`config.mk`:
```
export PLATFORM = sky130hd
export DESIGN_NAME = vga_pattern_gen
export DESIGN_NICKNAME = d
export VERILOG_FILES = /design/src/rtl/vga_pattern_gen.sv
export SDC_FILE = /design/constraint.sdc
export NUM_CORES = 1
export LEC_CHECK = 0
export CAP_MARGIN = 5
export CELL_PAD_IN_SITES_DETAIL_PLACEMENT = 0
export CELL_PAD_IN_SITES_GLOBAL_PLACEMENT = 2
export CORE_MARGIN = 4
export CORE_UTILIZATION = 35
export CTS_BUF_LIST = sky130_fd_sc_hd__clkbuf_16
export DETAILED_ROUTE_END_ITERATION = 7
export PLACE_DENSITY = 0.84
export SLEW_MARGIN = 20
export SYNTH_ARGS = -nofsm -noshare
export SYNTH_HDL_FRONTEND = slang
export SYNTH_SLANG_ARGS = --single-unit
```
`constraint.sdc`:
```
create_clock -name clk -period 5.8 [get_ports clk]
set_input_delay 1.16 -clock clk [delete_from_list [all_inputs] [get_ports clk]]
set_output_delay 1.16 -clock clk [all_outputs]
set_load 0.005 [all_outputs]
```
`src/rtl/vga_pattern_gen.sv`:
```
// vga_pattern_gen
//   Test-pattern source for the SDRAM/VGA write path. Each start request
//   (a toggle on start_i) produces one frame of H_ACTIVE x V_ACTIVE pixels,
//   paced by the downstream FIFO pulling with wr_en. Continuous mode chains
//   frames, abort_i drops the current frame without counting it.
//
// Ports
//   clk, rst_n      system clock, asynchronous active-low reset
//   start_i         toggle-encoded start request (may be asynchronous)
//   mode_i[1:0]     pattern select: 0 linear ramp, 1 horizontal ramp,
//                   2 checkerboard, 3 flat seed
//   cont_i          continuous frames when high at end of frame
//   abort_i         synchronous abort back to idle
//   wr_en           downstream pull, one pixel per high cycle
//   data_en, dout   pixel strobe and data, one cycle after the pull
//   busy_o          frame in progress
//   frame_done_o    one-cycle pulse per completed frame
//   frame_cnt_o     completed-frame counter (wraps)
//
// state     | meaning
// ----------+--------------------------------------------------------
// IDLE      | waiting for a start toggle
// PRE_WRITE | latch mode, clear pixel counters (one cycle)
// WRITING   | emit one pixel per wr_en cycle until the frame is full
// COMPLETE  | count the frame, advance seed, loop or return to idle
module vga_pattern_gen #(
  parameter int DATA_W      = 16,
  parameter int H_ACTIVE    = 1024,
  parameter int V_ACTIVE    = 768,
  parameter int SPAN_NUM    = 1,
  parameter int CHECK_SHIFT = 3
) (
  input  logic              clk,
  input  logic              rst_n,
  input  logic              start_i,
  input  logic [1:0]        mode_i,
  input  logic              cont_i,
  input  logic              abort_i,
  input  logic              wr_en,
  output logic              data_en,
  output logic [DATA_W-1:0] dout,
  output logic              busy_o,
  output logic              frame_done_o,
  output logic [7:0]        frame_cnt_o
);

  localparam int FRAME = H_ACTIVE * V_ACTIVE;
  localparam int X_W   = (H_ACTIVE > 1) ? $clog2(H_ACTIVE) : 1;
  localparam int Y_W   = (V_ACTIVE > 1) ? $clog2(V_ACTIVE) : 1;
  localparam int IDX_W = (FRAME > 1) ? $clog2(FRAME) : 1;
  // Wide enough to hold x, y and the checkerboard select bit, so small
  // frames with a large tile simply see a constant-zero select bit.
  localparam int CW_XY = (X_W > Y_W) ? X_W : Y_W;
  localparam int CW    = (CW_XY > CHECK_SHIFT + 1) ? CW_XY : CHECK_SHIFT + 1;

  localparam logic [X_W-1:0]    X_LAST = X_W'(H_ACTIVE - 1);
  localparam logic [Y_W-1:0]    Y_LAST = Y_W'(V_ACTIVE - 1);
  localparam logic [DATA_W-1:0] SPAN   = DATA_W'(SPAN_NUM);

  localparam logic [1:0] ST_IDLE     = 2'd0;
  localparam logic [1:0] ST_PRE      = 2'd1;
  localparam logic [1:0] ST_WRITING  = 2'd2;
  localparam logic [1:0] ST_COMPLETE = 2'd3;

  logic              start_d1_q, start_d1_d;
  logic              start_d2_q, start_d2_d;
  logic              start_d3_q, start_d3_d;
  logic [1:0]        state_q, state_d;
  logic [1:0]        mode_q, mode_d;
  logic [X_W-1:0]    x_q, x_d;
  logic [Y_W-1:0]    y_q, y_d;
  logic [IDX_W-1:0]  idx_q, idx_d;
  logic [DATA_W-1:0] seed_q, seed_d;
  logic              data_en_q, data_en_d;
  logic [DATA_W-1:0] dout_q, dout_d;
  logic              frame_done_q, frame_done_d;
  logic [7:0]        frame_cnt_q, frame_cnt_d;

  logic              start_pulse;
  logic              x_bit, y_bit;
  logic              last_pix;
  logic [DATA_W-1:0] pix_val;

  // Edge detect on the synchronised toggle: any change is one request.
  assign start_pulse = start_d2_q ^ start_d3_q;

  assign x_bit    = |((CW'(x_q) >> CHECK_SHIFT) & CW'(1));
  assign y_bit    = |((CW'(y_q) >> CHECK_SHIFT) & CW'(1));
  assign last_pix = (x_q == X_LAST) && (y_q == Y_LAST);

  always_comb begin
    pix_val = seed_q;
    case (mode_q)
      2'd0:    pix_val = seed_q + DATA_W'(idx_q);
      2'd1:    pix_val = seed_q + DATA_W'(x_q);
      2'd2:    pix_val = (x_bit ^ y_bit) ? '1 : '0;
      default: pix_val = seed_q;
    endcase
  end

  always_comb begin
    start_d1_d   = start_i;
    start_d2_d   = start_d1_q;
    start_d3_d   = start_d2_q;
    state_d      = state_q;
    mode_d       = mode_q;
    x_d          = x_q;
    y_d          = y_q;
    idx_d        = idx_q;
    seed_d       = seed_q;
    dout_d       = dout_q;
    frame_cnt_d  = frame_cnt_q;
    data_en_d    = 1'b0;
    frame_done_d = 1'b0;

    if (abort_i) begin
      // Abort beats every transition, including the COMPLETE bookkeeping.
      state_d = ST_IDLE;
    end else begin
      case (state_q)
        ST_IDLE: begin
          if (start_pulse) state_d = ST_PRE;
        end
        ST_PRE: begin
          mode_d  = mode_i;
          x_d     = '0;
          y_d     = '0;
          idx_d   = '0;
          state_d = ST_WRITING;
        end
        ST_WRITING: begin
          if (wr_en) begin
            data_en_d = 1'b1;
            dout_d    = pix_val;
            idx_d     = idx_q + IDX_W'(1);
            if (x_q == X_LAST) begin
              x_d = '0;
              y_d = (y_q == Y_LAST) ? '0 : y_q + Y_W'(1);
            end else begin
              x_d = x_q + X_W'(1);
            end
            if (last_pix) state_d = ST_COMPLETE;
          end
        end
        default: begin
          frame_done_d = 1'b1;
          frame_cnt_d  = frame_cnt_q + 8'd1;
          seed_d       = seed_q + SPAN;
          state_d      = cont_i ? ST_PRE : ST_IDLE;
        end
      endcase
    end
  end

  always_ff @(posedge clk or negedge rst_n) begin
    if (!rst_n) begin
      start_d1_q   <= 1'b0;
      start_d2_q   <= 1'b0;
      start_d3_q   <= 1'b0;
      state_q      <= ST_IDLE;
      mode_q       <= 2'd0;
      x_q          <= '0;
      y_q          <= '0;
      idx_q        <= '0;
      seed_q       <= '0;
      data_en_q    <= 1'b0;
      dout_q       <= '0;
      frame_done_q <= 1'b0;
      frame_cnt_q  <= 8'd0;
    end else begin
      start_d1_q   <= start_d1_d;
      start_d2_q   <= start_d2_d;
      start_d3_q   <= start_d3_d;
      state_q      <= state_d;
      mode_q       <= mode_d;
      x_q          <= x_d;
      y_q          <= y_d;
      idx_q        <= idx_d;
      seed_q       <= seed_d;
      data_en_q    <= data_en_d;
      dout_q       <= dout_d;
      frame_done_q <= frame_done_d;
      frame_cnt_q  <= frame_cnt_d;
    end
  end

  assign data_en      = data_en_q;
  assign dout         = dout_q;
  assign busy_o       = (state_q != ST_IDLE);
  assign frame_done_o = frame_done_q;
  assign frame_cnt_o  = frame_cnt_q;

endmodule

```
# After elaboration in Yosys (flattened, before gate mapping)
# Index checks and enable logic that the tools add are counted.
# op_classes
add_sub_neg	7
n_eq_ne	11
n_mux	22
bitwise	4
n_reduce_logical	12
# ops
op	count
10-bit 2-to-1 mux	5
16-bit one-hot mux with 3 select lines	1
10-bit one-hot mux with 2 select lines	2
20-bit one-hot mux with 2 select lines	1
10-bit by 1-bit adder with 10-bit output (second input constant)	2
20-bit by 1-bit adder with 20-bit output (second input constant)	1
10-bit equality test (second input constant)	2
20-bit 2-to-1 mux	1
16-bit by 1-bit adder with 16-bit output (second input constant)	1
16-bit by 10-bit adder with 16-bit output	1
16-bit adder	1
16-bit 2-to-1 mux	1
3-bit inequality test (second input constant)	3
3-bit AND reduction	3
8-bit by 1-bit adder with 8-bit output (second input constant)	1
2-bit 2-to-1 mux	4
1-bit 2-to-1 mux	6
2-bit one-hot mux with 3 select lines	1
2-bit by 1-bit equality test with 1-bit output (second input constant)	2
2-bit equality test (second input constant)	2
2-bit logical NOT	2
2-bit inequality test (second input constant)	2
2-bit AND reduction	2
4-bit AND reduction	1
other kinds (5)	8
# word_totals
ff_bits	89
input_bits	8
word_cells	69

# Depth between registers and ports, before layout
# logic_depth
depth_word	6
depth_mapped	12

# Worst setup path before layout
# Ideal clock, no wire load.
# synth_path
kind	reg-to-reg
start	register mode_q[0]
end	register dout_q[10] (netlist: dout[10])
arrival_time_ps	3089
required_time_ps	5696
path_slack_ps	2607
stages_incl_launch_ff	13
path_buffers	2
path_cell_list	dfrtp_1 > clkbuf_1 > nand2_1 > clkbuf_1 > mux2_2 > ha_1 > fa_1 > a211oi_1 > nor2_1 > o21ai_0 > o21ai_0 > xnor2_1 > a221oi_1
# synth_via
elab_chain_len	2
elab_cells_between_ends	4
classes_between	2 x eq/ne; 1 x mux; 1 x reduce/logical
# synth_rtl
item	line	text
start, declared	69	logic [1:0] mode_q, mode_d;
start signal, assigned	175	mode_q <= mode_d;
2-bit equality test (tied with other cells)	93	case (mode_q)
16-bit one-hot mux with 3 select lines *	93	
end signal, assigned	181	dout_q <= dout_d;
end, declared	75	logic [DATA_W-1:0] dout_q, dout_d;
# Every way passes the cells marked *; elsewhere a longest branch is shown, timed or not.
# A chain may end at the register's enable or synchronous reset.

# Worst setup path after layout
# layout_path
start	register mode_q[1]
end	register dout_q[12] (netlist: dout[12])
# Same word-level chain as after synthesis.

==> results.sh <==
export IMPL_status="finished clean"
export IMPL_syn_nets=547
export IMPL_tns_ns=0
export IMPL_final_setup_skew_ns=0.00655
export IMPL_io_pins=35
export IMPL_layout_drive_gt1_share=0.0655
export IMPL_cts_resized=0
export IMPL_hold_ws_ns=0.364
export IMPL_critPathRequiredTime_ns=6.04
export IMPL_yosysWarningCount=0
export IMPL_seqPwrFrac=0.424
export IMPL_rr_worst_depth=11
export IMPL_die_height_um=126
export IMPL_cts_setup_buffers=0
export IMPL_seqCellArea_um2=2130
export IMPL_synth_seq_cells=85
export IMPL_grt_pass1_wl_mm=20.1
export IMPL_p_total_mw=1.78
export IMPL_grt_start_max_net_pins=86
export IMPL_async_reset_ff_frac=1.00
export IMPL_hold_path_class="register to register"
export IMPL_syn_inst=514
export IMPL_clock_path_buffers=2
export IMPL_start_util=0.362
export IMPL_crit_path_end="dout[12]"
export IMPL_power_density_nw_per_um2=315
export IMPL_switchingPower_mw=0.569
export IMPL_cts_root_buf="clkbuf_16"
export IMPL_path_class="register to register"
export IMPL_cp_end_kind="register"
export IMPL_hpwlAfterDp_mm=8.55
export IMPL_finalNetCount=580
export IMPL_final_antenna_net_count=0
export IMPL_dp_slack_ns=1.91
export IMPL_place_gp_congestion=0.855
export IMPL_start_kind="register"
export IMPL_vias=3884
export IMPL_wl_per_cell_um=16.2
export IMPL_relSlewSlack=0.454
export IMPL_cts_buffers=9
export IMPL_ctsHoldBuffers=0
export IMPL_fin_crit_ns=3.93
export IMPL_grt_overflow=0
export IMPL_synth_top_cells_by_area="dfrtp_1 44%, ha_1 6.2%, xor2_1 5.0%, xnor2_1 4.9%, nand2_1 4.4%"
export IMPL_maxCapViolCount=0
export IMPL_grt_use_total=0.157
export IMPL_row_count=42
export IMPL_worstSkewPairLatency_ns=0.35
export IMPL_layout_commonest_cell="dfrtp_1"
export IMPL_comb_power_share=0.264
export IMPL_die_w_um=126
export IMPL_timing_fmax_ghz=0.255
export IMPL_p_sw_frac=0.319
export IMPL_rr_startpoint="mode_q[1]"
export IMPL_final_hold_violation_count=0
export IMPL_placed_area_um2=5390
export IMPL_ir_drop_mv=0.169
export IMPL_clk_pin_slew_ns=0.06
export IMPL_max_slew_worst_pin_slew_ns=0.819
export IMPL_fp_coreArea_um2=13500
export IMPL_cp_startpoint="mode_q[1]"
export IMPL_r2r_end="dout[12]"
export IMPL_viasPerCell=5.35
export IMPL_synth_largest_area_cell="dfrtp_1"
export IMPL_fillers=1383
export IMPL_reg2reg_slack_ns=1.87
export IMPL_path_cells="inv_1, nand2_1, mux2_2, ha_1, fa_1, a211oi_1, nor2_1, o21ai_0, o21ai_0, xnor2_1, a221oi_1"
export IMPL_power_leakage_nw=2.49
export IMPL_synth_top_cell_area_share=0.437
export IMPL_drtIter0Drc=267
export IMPL_dr_pass1_iters=5
export IMPL_final_cell_mix="85 x dfrtp_1, 57 x nand2_1, 50 x nor2_1"
export IMPL_finalWorstSetupSlack_ns=1.87
export IMPL_drcViolationCount=0
export IMPL_rsz0062_at_grt="no"
export IMPL_crit_slowest_cell="nand2_1"
export IMPL_setup_viol=0
export IMPL_post_route_period_util=0.677
export IMPL_dieArea_um2=15900
export IMPL_yosysSeqAreaShare=0.437
export IMPL_clkPwrFrac=0.312
export IMPL_syn2layout_area_growth_pct=16.4
export IMPL_synth_edff_count=0
export IMPL_cts_sinks=85
export IMPL_ys_flop_type="dfrtp_1"
export IMPL_cts_tree="yes"
export IMPL_maxSlewViolCount=0
export IMPL_syn_area_um2=4870
export IMPL_antenna_found_initial=0
export IMPL_ys_types=56
export IMPL_htreeDepth=3
export IMPL_final_area_um2=5670
export IMPL_port_buffers=34
export IMPL_path_common_cell="o21ai_0"
export IMPL_n_antenna_cell=0
export IMPL_cp_max_fo=17
export IMPL_drt_wl_total_mm=11.8
export IMPL_avgSynthCellArea_um2=9.48
export IMPL_cp_arrival_ns=4.17
export IMPL_multiInputGateArea_um2=2620
export IMPL_critPathMaxStageDelay_ns=0.49
export IMPL_grt_pass1_vias=3920
export IMPL_power_internal_mw=1.22
==> sequential cells by signal (all words and copies together) (netlist names), 2 cells and up <==
name	flops
mode_q	2
idx_q	16
x_q	10
state_q	2
dout	16
seed_q	16
y_q	10
frame_cnt_o	8
==> stage by stage <==
| step | utilization | cells |
|---|---|---|
| 2_1_floorplan | - | 514 |
| 3_3_place_gp | 0.401 | 712 |
| 3_5_place_dp | 0.401 | 712 |
| 4_1_cts | 0.421 | 726 |
| 5_1_grt | 0.422 | 726 |
| 6_report | 0.422 | 726 |
==> kinds of logic after synthesis <==
family / share of synthesized area
AO/OA/AOI/OAI: 0.152
multiplexers: 0.0339
XOR/XNOR: 0.0989
adder cells (fa/ha/maj): 0.0657
flip-flops: 0.437
AND/OR/NAND/NOR: 0.187
buffers and inverters: 0.0259
==> worst min path at each step <==
stage               cells past startpoint          to        from  slack, ns
global placement                        0  start_d2_q  start_d1_q       0.34
finish                                  0  start_d2_q  start_d1_q       0.36
floorplan                               0  start_d2_q  start_d1_q       0.33
global route                            0  start_d2_q  start_d1_q       0.37
detailed placement                      0  start_d2_q  start_d1_q       0.34
CTS                                     0  start_d2_q  start_d1_q       0.37
==> routing by layer <==
layer | part of all wire | global-route usage
met2 | 0.47 | 0.256
met4 | 0.016 | 0.0486
met5 | 0 | 0
met3 | 0.044 | 0.0390
met1 | 0.47 | 0.207
==> worst max-delay path, delay by kind of cell, from the launching register on <==
| family | cells | cell delay, ns |
|---|---|---|
| compound gates | 4 | 1.11 |
| flops | 1 | 0.46 |
| simple gates | 2 | 0.60 |
| buf+inv | 1 | 0.41 |
| xor+xnor | 1 | 0.15 |
| fa+ha+maj | 2 | 0.66 |
| mux | 1 | 0.42 |
==> cells in the mapped netlist (all sizes together) (5+ instances only) <==
master / n
o31ai: 5
a221oi: 7
xnor2: 27
dfrtp: 85
buf: 8
nand3: 22
mux2: 12
a21oi: 26
clkbuf: 8
nor3: 10
a211oi: 5
and4: 5
inv: 15
nand4: 12
ha: 24
and3: 7
xor2: 28
nor2: 50
nand2: 57
o21ai: 43
and2: 7
==> power groups by stage <==
stage	registers (mW)	clock network, mW	logic (mW)
after floorplan	0.743	0	0.291
after global placement	0.763	0	0.474
after detailed placement	0.768	0	0.476
after CTS	0.758	0.576	0.478
after global routing	0.772	0.605	0.533
final	0.757	0.558	0.470
==> final cells by class <==
type,instances,area share
Multi-Input combinational cell,398,0.462
Sequential cell,85,0.375
Timing Repair Buffer,38,0.0655
Clock buffer,9,0.0397
Tap cell,176,0.0388
Inverter,15,0.00993
Clock inverter,5,0.00948
No activity file was read; power rests on OpenSTA's default activity.
